[config.mk]
export PLATFORM = sky130hd
export DESIGN_NAME = int_ctl_gen
export DESIGN_NICKNAME = d
export VERILOG_FILES = /design/src/rtl/int_ctl_gen.sv
export SDC_FILE = /design/constraint.sdc
export NUM_CORES = 1
export LEC_CHECK = 0
export CAP_MARGIN = 20
export CORE_MARGIN = 3
export CORE_UTILIZATION = 30
export CTS_CLUSTER_DIAMETER = 120
export CTS_CLUSTER_SIZE = 16
export DETAILED_ROUTE_END_ITERATION = 16
export PLACE_DENSITY_LB_ADDON = 0.08
export RECOVER_POWER = 25
export SLEW_MARGIN = 20
export SYNTH_ARGS = -nofsm -noshare
export SYNTH_HDL_FRONTEND = slang
export SYNTH_SLANG_ARGS = --single-unit
[constraint.sdc]
create_clock -name clk -period 4.3 [get_ports clk]
set_clock_uncertainty 0.2 [all_clocks]
set_input_delay 1.075 -clock clk [delete_from_list [all_inputs] [get_ports clk]]
set_output_delay 1.075 -clock clk [all_outputs]
set_load 0.02 [all_outputs]
[src/rtl/int_ctl_gen.sv]
// Prioritised interrupt controller: edge/level pending flags, two-level priority arbitration, in-service tracking.
// Define INT_CTL_NEST_EN to let a high-priority source pre-empt a low-priority one that is in service.
module int_ctl_gen #(
  parameter int N_SRC = 5,
  parameter int VEC_W = 3
) (
  input  logic             clk,
  input  logic             rst_n,
  input  logic             ea,
  input  logic [N_SRC-1:0] ie,
  input  logic [N_SRC-1:0] ip,
  input  logic [N_SRC-1:0] it_mode,
  input  logic [N_SRC-1:0] irq_in,
  input  logic             int_ack,
  input  logic             reti,
  output logic             int_req,
  output logic [VEC_W-1:0] int_vec,
  output logic [N_SRC-1:0] pend,
  output logic [1:0]       in_svc
);

  logic [N_SRC-1:0] irq_d_q;
  logic [N_SRC-1:0] pend_q, pend_d;
  logic [1:0]       in_svc_q, in_svc_d;
  logic             int_req_q, int_req_d;
  logic [VEC_W-1:0] int_vec_q, int_vec_d;

  logic             ack_acc;
  logic [N_SRC-1:0] clr_mask;
  logic [1:0]       svc_after_reti;
  logic [N_SRC-1:0] cand;
  logic             hi_found, lo_found, win_any, eligible;
  logic [VEC_W-1:0] hi_idx, lo_idx, win_idx;
`ifdef INT_CTL_NEST_EN
  logic             ack_hi;
`endif

  always_comb begin
    ack_acc  = int_ack & int_req_q;
    clr_mask = '0;
`ifdef INT_CTL_NEST_EN
    ack_hi   = 1'b0;
`endif
    for (int i = 0; i < N_SRC; i++) begin
      if (int_vec_q == VEC_W'(i)) begin
        clr_mask[i] = ack_acc & it_mode[i];
`ifdef INT_CTL_NEST_EN
        ack_hi      = ip[i];
`endif
      end
    end

    // reti retires the deepest nesting level before the new ack is recorded
    svc_after_reti = in_svc_q;
    if (reti) begin
      if (in_svc_q[1])      svc_after_reti[1] = 1'b0;
      else if (in_svc_q[0]) svc_after_reti[0] = 1'b0;
    end
    in_svc_d = svc_after_reti;
`ifdef INT_CTL_NEST_EN
    if (ack_acc) begin
      if (ack_hi) in_svc_d[1] = 1'b1;
      else        in_svc_d[0] = 1'b1;
    end
`else
    if (ack_acc) in_svc_d[0] = 1'b1;
    in_svc_d[1] = 1'b0;
`endif

    // A fresh edge in the ack cycle re-sets the flag after the clear
    for (int i = 0; i < N_SRC; i++) begin
      if (it_mode[i]) pend_d[i] = (irq_in[i] & ~irq_d_q[i]) | (pend_q[i] & ~clr_mask[i]);
      else            pend_d[i] = irq_in[i];
    end

    // Arbitrate on registered flags (fixed 2-cycle latency), minus the one just acked
    cand     = pend_q & ~clr_mask & ie & {N_SRC{ea}};
    hi_found = 1'b0;
    lo_found = 1'b0;
    hi_idx   = '0;
    lo_idx   = '0;
    for (int i = N_SRC - 1; i >= 0; i--) begin
      if (cand[i] & ip[i]) begin
        hi_found = 1'b1;
        hi_idx   = VEC_W'(i);
      end
      if (cand[i] & ~ip[i]) begin
        lo_found = 1'b1;
        lo_idx   = VEC_W'(i);
      end
    end
    win_any = hi_found | lo_found;
    win_idx = hi_found ? hi_idx : lo_idx;
`ifdef INT_CTL_NEST_EN
    eligible = hi_found ? ~in_svc_d[1] : (in_svc_d == 2'b00);
`else
    eligible = ~in_svc_d[0];
`endif
    int_req_d = win_any & eligible;
    int_vec_d = int_req_d ? win_idx : '0;
  end

  always_ff @(posedge clk) begin
    if (!rst_n) begin
      irq_d_q   <= '0;
      pend_q    <= '0;
      in_svc_q  <= 2'b00;
      int_req_q <= 1'b0;
      int_vec_q <= '0;
    end else begin
      irq_d_q   <= irq_in;
      pend_q    <= pend_d;
      in_svc_q  <= in_svc_d;
      int_req_q <= int_req_d;
      int_vec_q <= int_vec_d;
    end
  end

  assign int_req = int_req_q;
  assign int_vec = int_vec_q;
  assign pend    = pend_q;
  assign in_svc  = in_svc_q;

endmodule

## Yosys cells after proc, flatten, opt, wreduce, memory -nomap -nowiden

Cells that the tools add are included.
W data, S select, Z words.

- Equality and inequality tests: 4
- Mux-type cells: 34
- Bitwise operators: 53
- Reductions and logical operators: 2

Operators by type and width:

| kind | number |
|---|---|
| $mux W3 | 11 |
| $and A1 B1 Y1 | 27 |
| $mux W1 | 23 |
| $not A1 Y1 | 16 |
| $and A5 B5 Y5 | 3 |
| $eq A3 B2 Y1 const B | 2 |
| $or A1 B1 Y1 | 6 |
| $not A5 Y5 | 1 |
| $eq A3 B1 Y1 const B | 1 |
| $eq A3 B3 Y1 const B | 1 |
| $logic_not A3 Y1 | 1 |
| $reduce_and A2 Y1 | 1 |

- Register bits after elaboration: 15
- Input port bits: 25

## Longest topological paths before layout

- Word-level depth: 16
- Gate-level depth with buffers: 6
- Mapped depth without buffers: 5

## Least setup slack after synthesis

OpenSTA, ideal clock, no wires.

- Path type: in2reg
- Start point: input port int_ack
- End point: register int_vec_q[0], in the netlist int_vec[0]
- Setup time: 129 ps
- Arrival: 2005 ps
- Required time: 3971 ps
- Setup slack: 1966 ps
- Cell stages on the path: 5
- Buffers on the path: 0
- Path through: and3b_2 > a31o_2 > and4b_2 > a32oi_1 > a311oi_1

- Word-level cells in the longest chain between the ends: 16

RTL lines:

| what | RTL line | text |
|---|---|---|
| start: declaration | 14 | `input logic int_ack,` |
| $and A1 B1 Y1 (*) | 39 | `ack_acc = int_ack & int_req_q;` |
| $and A1 B1 Y1 | 46 | `clr_mask[i] = ack_acc & it_mode[i];` |
| $mux W1 | 45 | `if (int_vec_q == VEC_W'(i)) begin` |
| $not A5 Y5 | 77 | `cand = pend_q & ~clr_mask & ie & {N_SRC{ea}};` |
| $and A5 B5 Y5 (3 in a row) | 77 |  |
| $and A1 B1 Y1, on equally long branches | 83, 87 |  |
| $mux W1, on equally long branches (5 in a row) | 83, 87 |  |
| $or A1 B1 Y1 | 92 | `win_any = hi_found \| lo_found;` |
| $and A1 B1 Y1 | 99 | `int_req_d = win_any & eligible;` |
| $reduce_and A2 Y1 (no source line) | - |  |
| end signal: assignment | 115 | `int_vec_q <= int_vec_d;` |
| end: declaration | 26 | `logic [VEC_W-1:0] int_vec_q, int_vec_d;` |

Every way passes the cells marked *; elsewhere a longest branch is shown, timed or not.
A chain may end at the register's enable or synchronous reset.

## Worst setup path in the final report

Ends and elaborated chain as after synthesis.

==> metrics.csv <==
metric;value;unit
outcome;completed;
via density per instance;5.32;
delay contributed by the slowest stage of the critical path;0.49;ns
full die area;3300;µm²
global-route usage over all layers;15.1;%
vias in the first global route;866;
critical path data required time;4.31;ns
min cycle time layout;2.76;ns
Root Buffer Master;sky130_fd_sc_hd__clkbuf_4;
kind of start point of the critical path;input pin;
1st-iter DRT viols;21;
CP bufs+invs;1;
Clock Path Buffers;2;
n_diodes;0;
final RePlAce weighted congestion;0.881;
area leader, netlist;sky130_fd_sc_hd__dfxtp_1;
chip width;57.5;µm
kind of cell with the highest combined delay on the critical path;simple AND/OR/NAND/NOR gates;
1st-pass router iterations;4;
# nets final;151;
net count of the mapped netlist;116;
total wirelength of the detailed-routed design;2.19;mm
DRT antenna net count;0;
FF+latch area;300;µm²
synthesized netlist cell count;91;
Detailed Place HPWL;1.67;mm
cell chain of the critical path;clkdlybuf4s50_1 > and2_0 > a21oi_1 > and4b_2 > a32oi_1 > a311oi_1;
area of the core;2500;µm²
final core utilization;47.1;%
Filler cells;243;
number of warning messages in the yosys log;0;
vias;825;
routed wire length per instance;14.1;µm
average cell area after synthesis;8.73;µm²
register bit count reported by yosys;15;
effective utilization at floorplan;31.8;%
Static Leak;0.419;nW
ratio of total power to cell area;258;nW/µm²
largest cells by area after synthesis;sky130_fd_sc_hd__dfxtp_1, sky130_fd_sc_hd__nand2_1, sky130_fd_sc_hd__and2_1;
post-CTS setup buffer count;0;
slowest CP cell;sky130_fd_sc_hd__clkdlybuf4s50_1;
number of buffers added on ports;34;
row cnt;18;
clock insertion delay at the later pin of the skew report;0.29;ns
overall die height;57.5;µm
Worst Setup Slack, final;1.54;ns
highest achievable clock rate;0.362;GHz
Synth-to-Final Area Change;48.2;%
Critical Path End Type;flop;
TritonCTS clock tree;done;
Final Setup Violations;0;
RSZ-0062 raised after global routing;false;
share of the clock period used by the worst path;64.2;%
summed area of non-filler cells in the final layout;1180;µm²
share of cells above drive strength 1;8.80;%
global-route wire length before repair;3.84;mm
synthesized cell area;795;µm²
total gr overflow;0;
max-slew violation count;0;
class of the most critical setup path;in -> reg;
top cell type's share of synthesized area;37.8;%
number of buffers inserted during clock tree synthesis;3;
biggest fanout along the worst timing path;7;
path category of the worst min-delay check;reg -> reg;
post-placement cell area;1150;µm²
multi-input logic area;465;µm²
number of H-tree levels;1;
number of top-level design ports;36;
antenna violations before repair;0;
Max-cap violations;0;
# DRC;0;
post-synthesis sequential area ratio;37.8;%
Gates resized, CTS repair;0;
number of buffers inserted by hold repair at cts;0;
data arrival time of the worst path;2.77;ns
clock transition at the register clock pins on the worst setup and hold paths after CTS;0.09;ns
CTS sink count;15;
peak supply drop;0.000145;V
overall power consumption;0.000304;W
pin count of the biggest net entering global routing;14;
final number of hold-violating endpoints;0;
worst setup timing slack at the placement stage;1.33;ns
Unique masters post-synth;34;
Post-Route Setup TNS;0;ns
## cell usage after synthesis
| library cell | number |
|---|---|
| sky130_fd_sc_hd__o2111ai_1 | 1 |
| sky130_fd_sc_hd__and2b_1 | 1 |
| sky130_fd_sc_hd__or2_2 | 1 |
| sky130_fd_sc_hd__dfxtp_1 | 15 |
| sky130_fd_sc_hd__nor2_1 | 2 |
| sky130_fd_sc_hd__o31ai_1 | 1 |
| sky130_fd_sc_hd__buf_4 | 1 |
| sky130_fd_sc_hd__a311oi_1 | 1 |
| sky130_fd_sc_hd__o211ai_1 | 1 |
| sky130_fd_sc_hd__buf_2 | 2 |
| sky130_fd_sc_hd__a21boi_0 | 3 |
| sky130_fd_sc_hd__o21ai_0 | 2 |
| sky130_fd_sc_hd__a31o_1 | 1 |
| sky130_fd_sc_hd__a41o_1 | 1 |
| sky130_fd_sc_hd__nand3_1 | 2 |
| sky130_fd_sc_hd__nand4b_1 | 4 |
| sky130_fd_sc_hd__and4_1 | 1 |
| sky130_fd_sc_hd__nor3b_1 | 1 |
| sky130_fd_sc_hd__and2_1 | 6 |
| sky130_fd_sc_hd__a31oi_1 | 2 |
| sky130_fd_sc_hd__nor2b_1 | 4 |
| sky130_fd_sc_hd__o21bai_1 | 1 |
| sky130_fd_sc_hd__nand2_1 | 11 |
| sky130_fd_sc_hd__o2111a_1 | 1 |
| sky130_fd_sc_hd__a32oi_1 | 4 |
| sky130_fd_sc_hd__and3b_2 | 1 |
| sky130_fd_sc_hd__and4b_2 | 1 |
| sky130_fd_sc_hd__nand4_1 | 5 |
| sky130_fd_sc_hd__clkbuf_1 | 1 |
| sky130_fd_sc_hd__conb_1 | 1 |
| sky130_fd_sc_hd__a31o_2 | 4 |
| sky130_fd_sc_hd__and4bb_2 | 1 |
| sky130_fd_sc_hd__a21oi_1 | 5 |
| sky130_fd_sc_hd__inv_1 | 2 |
## metrics by stage
stage	cells	hold slack [ns]
4_1_cts	155	0.324
3_3_place_gp	151	0.300
5_1_grt	155	0.368
6_report	155	0.323
2_1_floorplan	91	0.288
3_5_place_dp	151	0.313
## per-layer routing
metal / wire length, µm / global-route usage [%] / up-vias
met5: 0 / 0 / -
met4: 34 / 7.95 / 0
met3: 164 / 3.85 / 4
met2: 971 / 24.0 / 33
met1: 1020 / 18.6 / 371
li1: - / - / 417
## state kept, by name, summed over array words and instances (netlist names)
| name | cells |
|---|---|
| irq_d_q | 5 |
| int_req | 1 |
| int_vec | 3 |
| pend | 5 |
| in_svc | 1 |
## logic make-up (layout without fill, tap and decap cells)
kind of cell | Yosys count | in the layout | share of synthesized area (%)
DFF | 15 | 15 | 37.8
and+or+nand+nor | 41 | 41 | 31.7
AOI/OAI and AO/OA | 28 | 28 | 26.5
buffers and inverters | 6 | 40 | 3.62
other | 1 | 1 | 0.472
## final timing paths
check / cells after the start / to / startpoint / slack, ns
max: 6 / int_vec[0] / int_ack / 1.54
min: 3 / pend[3] / irq_d_q[3] / 0.32
max reg2reg: 5 / int_vec[0] / int_vec[2] / 2.44
min reg2reg: 3 / pend[3] / irq_d_q[3] / 0.32
## cells in the final DEF, fill, tap and decap left out, drive strengths merged, types with 2 or more instances in the layout
master / synthesis / layout
nand3: 2 / 2
clkbuf: 1 / 4
and2: 6 / 6
nor2: 2 / 2
nand4b: 4 / 4
inv: 2 / 2
a31o: 5 / 5
clkdlybuf4s50: 0 / 33
nor2b: 4 / 4
o21ai: 2 / 2
a21oi: 5 / 5
dfxtp: 15 / 15
a32oi: 4 / 4
nand4: 5 / 5
a31oi: 2 / 2
a21boi: 3 / 3
nand2: 11 / 11
## worst reg2reg max path, cell delays in order (launching register included)
cell and delay (ns):
sky130_fd_sc_hd__dfxtp_1 0.44, sky130_fd_sc_hd__nor3b_1 0.33, sky130_fd_sc_hd__a31oi_1 0.18, sky130_fd_sc_hd__a21boi_0 0.25, sky130_fd_sc_hd__a32oi_1 0.13, sky130_fd_sc_hd__a311oi_1 0.24
## where the power goes
group          internal [W]   total, W  switching, W
Sequential         0.000147   0.000153    0.00000593
Combinational     0.0000386  0.0000678     0.0000291
Clock             0.0000361  0.0000835     0.0000474
Total              0.000221   0.000304     0.0000825
## final cells by class
| cell class | count | share of cell area [%] |
|---|---|---|
| tap | 30 | 3.19 |
| timing repair buffer | 34 | 28.9 |
| inverter | 2 | 0.638 |
| sequential | 15 | 25.5 |
| clock buffer | 4 | 2.23 |
| multi-input combinational | 70 | 39.5 |
Note: power is estimated with default switching activity, not from simulation.
